### src/rtl/demux_vc.sv
// Two-entry in-order holding buffer that routes {selector,data} words to one of
// two virtual-channel FIFOs, with registered push strobes and per-VC push counters.
module demux_vc #(
  parameter int DATA_SIZE = 4
) (
  input  logic                 clk,
  input  logic                 reset_L,
  input  logic                 valid_in,
  input  logic                 selector,
  input  logic [DATA_SIZE-1:0] data_in,
  input  logic                 full_VC0,
  input  logic                 full_VC1,
  output logic                 ready_out,
  output logic                 push_VC0,
  output logic                 push_VC1,
  output logic [DATA_SIZE-1:0] data_VC0,
  output logic [DATA_SIZE-1:0] data_VC1,
  output logic [7:0]           pkt_cnt_VC0,
  output logic [7:0]           pkt_cnt_VC1,
  output logic                 idle_out,
  output logic [1:0]           state_dbg
);

  // Handshake: a word transfers at a rising edge iff valid_in && ready_out;
  // ready_out depends on the registered buffer count only.
  typedef enum logic [1:0] {IDLE = 2'd0, ACTIVE = 2'd1, STALL = 2'd2} state_t;

  localparam int EW = DATA_SIZE + 1;

  state_t                 state_q, state_d;
  logic [EW-1:0]          buf_q [2];
  logic [EW-1:0]          buf_d [2];
  logic                   rd_ptr_q, rd_ptr_d;
  logic                   wr_ptr_q, wr_ptr_d;
  logic [1:0]             count_q, count_d;
  logic                   push0_q, push0_d;
  logic                   push1_q, push1_d;
  logic [DATA_SIZE-1:0]   data0_q, data0_d;
  logic [DATA_SIZE-1:0]   data1_q, data1_d;
  logic [7:0]             cnt0_q, cnt0_d;
  logic [7:0]             cnt1_q, cnt1_d;
  logic [EW-1:0]          head;
  logic                   accept;
  logic                   dispatch;

  always_comb begin
    head     = buf_q[rd_ptr_q];
    accept   = valid_in && (count_q < 2'd2);
    // The head blocks everything behind it, whichever VC that entry targets.
    dispatch = (count_q != 2'd0) && !(head[DATA_SIZE] ? full_VC1 : full_VC0);

    buf_d    = buf_q;
    rd_ptr_d = rd_ptr_q;
    wr_ptr_d = wr_ptr_q;
    push0_d  = 1'b0;
    push1_d  = 1'b0;
    data0_d  = data0_q;
    data1_d  = data1_q;
    cnt0_d   = cnt0_q;
    cnt1_d   = cnt1_q;
    state_d  = state_q;

    if (accept) begin
      buf_d[wr_ptr_q] = {selector, data_in};
      wr_ptr_d        = ~wr_ptr_q;
    end

    if (dispatch) begin
      rd_ptr_d = ~rd_ptr_q;
      if (head[DATA_SIZE]) begin
        push1_d = 1'b1;
        data1_d = head[DATA_SIZE-1:0];
        cnt1_d  = cnt1_q + 8'd1;
      end else begin
        push0_d = 1'b1;
        data0_d = head[DATA_SIZE-1:0];
        cnt0_d  = cnt0_q + 8'd1;
      end
    end

    count_d = count_q + {1'b0, accept} - {1'b0, dispatch};

    case (state_q)
      IDLE:    if (accept) state_d = ACTIVE;
      ACTIVE,
      STALL: begin
        if (count_d == 2'd0)  state_d = IDLE;
        else if (!dispatch)   state_d = STALL;
        else                  state_d = ACTIVE;
      end
      default: state_d = IDLE;
    endcase
  end

  always_ff @(posedge clk or negedge reset_L) begin
    if (!reset_L) begin
      state_q  <= IDLE;
      buf_q[0] <= '0;
      buf_q[1] <= '0;
      rd_ptr_q <= 1'b0;
      wr_ptr_q <= 1'b0;
      count_q  <= 2'd0;
      push0_q  <= 1'b0;
      push1_q  <= 1'b0;
      data0_q  <= '0;
      data1_q  <= '0;
      cnt0_q   <= 8'd0;
      cnt1_q   <= 8'd0;
    end else begin
      state_q  <= state_d;
      buf_q    <= buf_d;
      rd_ptr_q <= rd_ptr_d;
      wr_ptr_q <= wr_ptr_d;
      count_q  <= count_d;
      push0_q  <= push0_d;
      push1_q  <= push1_d;
      data0_q  <= data0_d;
      data1_q  <= data1_d;
      cnt0_q   <= cnt0_d;
      cnt1_q   <= cnt1_d;
    end
  end

  assign ready_out   = (count_q < 2'd2);
  assign push_VC0    = push0_q;
  assign push_VC1    = push1_q;
  assign data_VC0    = data0_q;
  assign data_VC1    = data1_q;
  assign pkt_cnt_VC0 = cnt0_q;
  assign pkt_cnt_VC1 = cnt1_q;
  assign idle_out    = (state_q == IDLE) && !push0_q && !push1_q;
  assign state_dbg   = state_q;

endmodule
### config.mk
export PLATFORM = sky130hd
export DESIGN_NAME = demux_vc
export DESIGN_NICKNAME = d
export VERILOG_FILES = /design/src/rtl/demux_vc.sv
export SDC_FILE = /design/constraint.sdc
export NUM_CORES = 1
export LEC_CHECK = 0
export CAP_MARGIN = 10
export CORE_MARGIN = 4
export CORE_UTILIZATION = 50
export DETAILED_ROUTE_END_ITERATION = 6
export PLACE_DENSITY = 0.78
export SLEW_MARGIN = 40
export SYNTH_ARGS = -nofsm -noshare
export SYNTH_HDL_FRONTEND = slang
export SYNTH_SLANG_ARGS = --single-unit
### constraint.sdc
create_clock -name clk -period 2.7 [get_ports clk]
set_input_delay 0.81 -clock clk [delete_from_list [all_inputs] [get_ports clk]]
set_output_delay 0.81 -clock clk [all_outputs]
set_load 0.005 [all_outputs]
Yosys cells after proc, flatten, opt, wreduce, memory -nomap -nowiden
Cells that the tools add are included.

Magnitude comparators: 4. Equality and inequality tests: 3. Multiplexer cells: 15. Bitwise operators: 5. Reductions and logical operators: 14. Add/sub/neg operators: 4.

Operators by type and width (count): 5-bit two-way mux (4); 8-bit by 1-bit adder with 8-bit output, second input constant (2); 10-bit bitwise mux (1); 2-bit two-way mux (3); 5-bit demux with 1-bit select (1); 1-bit logical AND (5); 1-bit two-way mux (5); 2-bit >= comparator, second input constant (2); 2-bit zero test (2); 1-bit NOT with 2-bit output (2); 2-bit case mux with 2 select lines (1); 2-bit AND reduction (2); 1-bit zero test (3); 1-bit NOT (3); 2-bit by 1-bit adder with 2-bit output (1); 2-bit by 1-bit == test with 1-bit output, second input constant (1); 2-bit == test, second input constant (1); 2-bit by 1-bit less-than comparator with 1-bit output, second input constant (1); 2-bit less-than comparator, second input constant (1); 2-bit != test, second input constant (1); 2-bit nonzero test (1); 2-bit OR reduction (1); 2-bit by 1-bit subtractor with 2-bit output (1).

Register bits after elaboration: 42. Output and inout port bits: 30.

Depth between registers and ports, before layout
Depth in word-level cells: 11. Depth in mapped cells: 9.

Worst setup path after synthesis
No wires, ideal clock.

Kind: input port to flip-flop. Start: input full_VC0. End: register state_q[1], in the netlist state_dbg[1]. Stages on the path: 7. Required time: 2.580 ns. Data arrival time: 1.885 ns. Slack: 0.696 ns. Buffers on the path: 0. Cells stage by stage: mux2i_1 a21o_1 nand2_1 ha_1 nor2_1 nand3_1 and3_1.

Word-level cells in the longest chain between the ends: 7.

RTL lines: start, declared (line 11) `input logic full_VC0,`; 1-bit two-way mux (line 50) `dispatch = (count_q != 2'd0) && !(head[DATA_SIZE] ? full_VC1 : full_VC0);`; 1-bit zero test (line 50); 1-bit logical AND (line 50); 2-bit by 1-bit subtractor with 2-bit output (line 81) `count_d = count_q + {1'b0, accept} - {1'b0, dispatch};`; net count_d[0] (line 35) `logic [1:0] count_q, count_d;`; 2-bit zero test (line 87) `if (count_d == 2'd0) state_d = IDLE;`; 2-bit two-way mux (line 87); 2-bit case mux with 2 select lines (line 83) `case (state_q)`; end signal, assigned (line 110) `state_q <= state_d;`; end, declared (line 30) `state_t state_q, state_d;`.

The timed path passes the listed nets, and every way through them passes these cells. A chain may end at the register's enable or synchronous reset.

Final worst setup path
Start: register state_q[1], in the netlist state_dbg[1]. End: output idle_out.

Word-level cells in the longest chain between the ends: 3.

RTL lines: 2-bit zero test (line 131) `assign idle_out = (state_q == IDLE) && !push0_q && !push1_q;`; 1-bit logical AND (2 in a row) (line 131); end, declared (line 20) `output logic idle_out,`.

Every way passes these cells.

==> results <==
==> how the worst min path moves through the flow <==
stage                    from        endpoint  slack (ns)  cells after the start
2_1_floorplan  pkt_cnt_VC0[7]  pkt_cnt_VC0[7]        0.47                      1
3_3_place_gp   pkt_cnt_VC0[7]  pkt_cnt_VC0[7]        0.46                      1
3_5_place_dp   pkt_cnt_VC1[7]  pkt_cnt_VC1[7]        0.47                      1
4_1_cts        pkt_cnt_VC0[7]  pkt_cnt_VC0[7]        0.48                      1
5_1_grt        pkt_cnt_VC1[7]  pkt_cnt_VC1[7]        0.51                      1
6_report       pkt_cnt_VC0[7]  pkt_cnt_VC0[7]        0.47                      1
==> metal layers <==
layer	wire, um	up-vias
met5	0	-
met4	65	0
met3	177	8
met2	1740	36
met1	1650	642
li1	-	615
==> worst max-delay path, cell delays in order, from the launching register on <==
cell,delay [ns]
dfrtp_1,0.42
inv_1,0.07
ha_1,0.19
nor3b_2,0.17
clkdlybuf4s50_1,0.52
==> metrics by stage <==
stage               setup WS, ns  instance area, um2
finish                     0.221                2420
global route               0.113                2420
CTS                        0.156                2420
detailed placement         0.163                2310
global placement           0.234                2300
floorplan                  0.696                1860
==> cells in the mapped netlist (4+ instances only) <==
cell type / n / share of area
and3_1: 4 / 0.013
ha_1: 5 / 0.034
nor2_1: 14 / 0.028
xnor2_1: 15 / 0.071
mux2i_1: 6 / 0.032
mux2_2: 12 / 0.073
nand2_1: 9 / 0.018
a21oi_1: 8 / 0.022
nand3_1: 6 / 0.016
dfrtp_1: 42 / 0.57
nand4_1: 6 / 0.020
==> layout make-up <==
cell class,instances,area (um2)
Clock buffer,6,72.6
Tap cell,46,57.6
Inverter,3,11.3
Multi-Input combinational cell,103,773
Sequential cell,42,1050
Fill cell,268,1050
Timing Repair Buffer,43,418
Clock inverter,2,37.5
==> power groups by stage <==
stage / clock network, mW / logic [mW] / registers, mW
4_1_cts: 0.495 / 1.26 / 1.14
3_3_place_gp: 0 / 1.20 / 1.13
6_report: 0.483 / 1.25 / 1.14
3_5_place_dp: 0 / 1.25 / 1.15
5_1_grt: 0.521 / 1.39 / 1.18
2_1_floorplan: 0 / 0.729 / 1.10
==> registers in the layout, indices dropped and copies added, names as in the netlist, 2 cells and up <==
register	flops
data_VC1	4
data_VC0	4
count_q	2
state_dbg	2
pkt_cnt_VC0	8
buf_q	10
pkt_cnt_VC1	8
==> cell families (layout without fill, tap and decap cells) <==
logic type,after synthesis,after routing
AOI/OAI and AO/OA,13,13
xor gates and xnor gates,18,18
adders and majority gates,5,5
buffers and inverters,7,54
DFF,42,42
muxes,19,19
and+or+nand+nor,48,48
==> summary by stage <==
Yosys
The largest family of logic cells by synthesized area is simple AND/OR/NAND/NOR gates. The average instance in the mapped netlist occupies 12.2 um2. The post-synthesis share of cell area spent on full adders, half adders and majority gates is 0.0337. In this run, synthesis inferred 0 flip-flops with an integrated enable.

For this run, the leading register cell type out of synthesis is dfrtp_1. The number of warnings issued by yosys is 0. The proportion of synthesized chip area in sequential cells is 0.566. The fraction of synthesized area in multiplexers is 0.117. The fraction of synthesized cell area in xor and xnor cells is 0.0850. The synthesized instance count is 152. In the synthesized netlist the async set-or-reset flop fraction comes to 1.00. The post-synthesis compound-gate area fraction is 0.0378. Counting flops and latches in the post-synthesis netlist gives 42. The share of synthesized cell area in and, or, nand and nor gates is 0.140.

The count of different cell masters after synthesis is 28. The number of nets produced by synthesis is 167. The area of the mapped netlist is 1860 um2.

Setup path
STA puts the critical path data required time at 1.89 ns. The critical path is of the reg2out type. The start point of the critical path is state_dbg[1]. The critical path capture point type is a primary output.

Measured in cells, the most critical reg-to-reg path has a length of 8. STA classifies the critical path startpoint as a flop. The capturing element of the worst setup path is idle_out. Along the worst path, the maximum fanout reaches 4. The endpoint identified for the worst register-to-register timing path is state_dbg[1]. Data on the critical path arrives at its endpoint at 1.67 ns. The reg2reg setup slack is 0.45 ns. The worst register-to-register path begins at rd_ptr_q.

Pwr
The proportion of power drawn by the clock network is 0.168. The power density over cell area is 1190 nW/um2. The leakage power of the design is 1.05 nW. The internal portion of the total power is 1.91 mW. The part of the total power dissipated in sequential elements is 0.397. IR analysis of the VDD net gives a maximum drop of 0.000673 V.

Summing internal, switching and leakage power gives 2.87 mW. The switching portion of total power is 0.335. The net switching power of the design is 963 uW. The share of total power dissipated in combinational logic is 0.435.

Detailed routing
In the routed layout, each cell is associated on average with a via count of 5.31. The post-detailed-route DRC marker count is 0. After the first detailed-routing iteration, the DRC count stood at 85. The vias after detailed routing is 1301.

The count of nets left with antenna violations once routing finished came out at 0. The pre-antenna-repair detailed-routing pass consisted of 4 iterations. After detailed routing, the average wire length per cell comes to 14.8 um. Summed over all layers, the routed wires come to 3630 um.

STA
The actual slew at the worst max-slew pin is 0.513 ns. Hold timing on the final database bottoms out at a slack of 0.471 ns. Headroom to the max-slew limit came out at 0.658. Between clock sinks in the finished design, the worst skew comes to 0.00618 ns. The number of hold violations in the final report was 0.

In the finished design, the share of the clock period the worst path needs comes to 0.918. Setup violations remaining at the end of the flow were counted as 0. The clock period minus worst slack is 2.48 ns. The number of slew-limit violations in the final report is 0. For this run, the top clock speed supported by timing is 403 MHz. The setup total negative slack is 0 ns. Setup repair after global routing left no endpoint under its margin.

Clocking
The CTS buffer count is 5. The root buffer cell chosen for the clock tree is clkbuf_8. The clock latency at the later pin of the worst-skew pair is 0.29 ns.

Post-CTS repair changed the size of 0 cells. TritonCTS built the clock tree. The clock passes through at most 2 buffers. Clock tree synthesis found a total of 42 sinks. After clock tree synthesis, the setup repair step added 0 buffers. After clock tree synthesis, the clock-pin slew on the worst setup and hold paths is 0.08 ns. In this run, post-CTS hold repair placed 0 buffers. The clock tree synthesis step divided the H-tree into 2 levels.

Global routing
The number of global-route vias before repair is 1430. The busiest metal layer after global routing is met2. The largest net degree at the start of global routing is 43. The met2 demand-to-capacity share in global routing is 0.299.

The number of antenna violations at the first check in global routing is 0. The first-pass GRT wire length is 6440 um. The overall overflow remaining after global route is 0. In the global route stage, met1 resource usage came out at 0.243.

The total track usage is 0.188. For this run, global-route usage on met3 was measured as 0.0600.

Floorplan
Measured along the x axis, the die boundary spans 68.9 um. The area inside the core boundary is 3470 um2. 40 I/O pins were placed. In this run the core area contains 21 standard-cell rows. For this configuration, the core starts out at a cell density of 0.535. Measured along the y axis, the die boundary spans 68.9 um. The die covers 4750 um2.

Finish
The most common cell after layout, fill and taps aside is dfrtp_1. The library cells used most frequently in the layout, excluding fill and tap cells, are dfrtp_1 (42), clkdlybuf4s50_1 (38), xnor2_1 (15), nor2_1 (14), mux2_2 (12). Relative to the synthesized area, the layout overhead comes to 30.5%. 0 antenna diodes ended up in the layout. Excluding fillers, the count of instances in the completed layout stands at 245. The net count reported at finish is 213. The final standard cell utilization of the core is 0.698. Of the cells placed in the final design, the portion with a size suffix greater than 1 is 0.141.

Worst hold path
In this run the worst hold path is classified as reg2reg.

Flow run
The number of max-capacitance violations reported is 0.

Place
The final weighted congestion of routability-driven global placement is 0.847. Summed over all nets, the half-perimeter wirelength after detailed placement is 2650 um. The number of placed instances, taps included, is 237. In this run the tool buffered the top-level ports with 39 buffer cells.

Status
The run finished with clean final reports.
No activity file was read; power rests on OpenSTA's default activity.
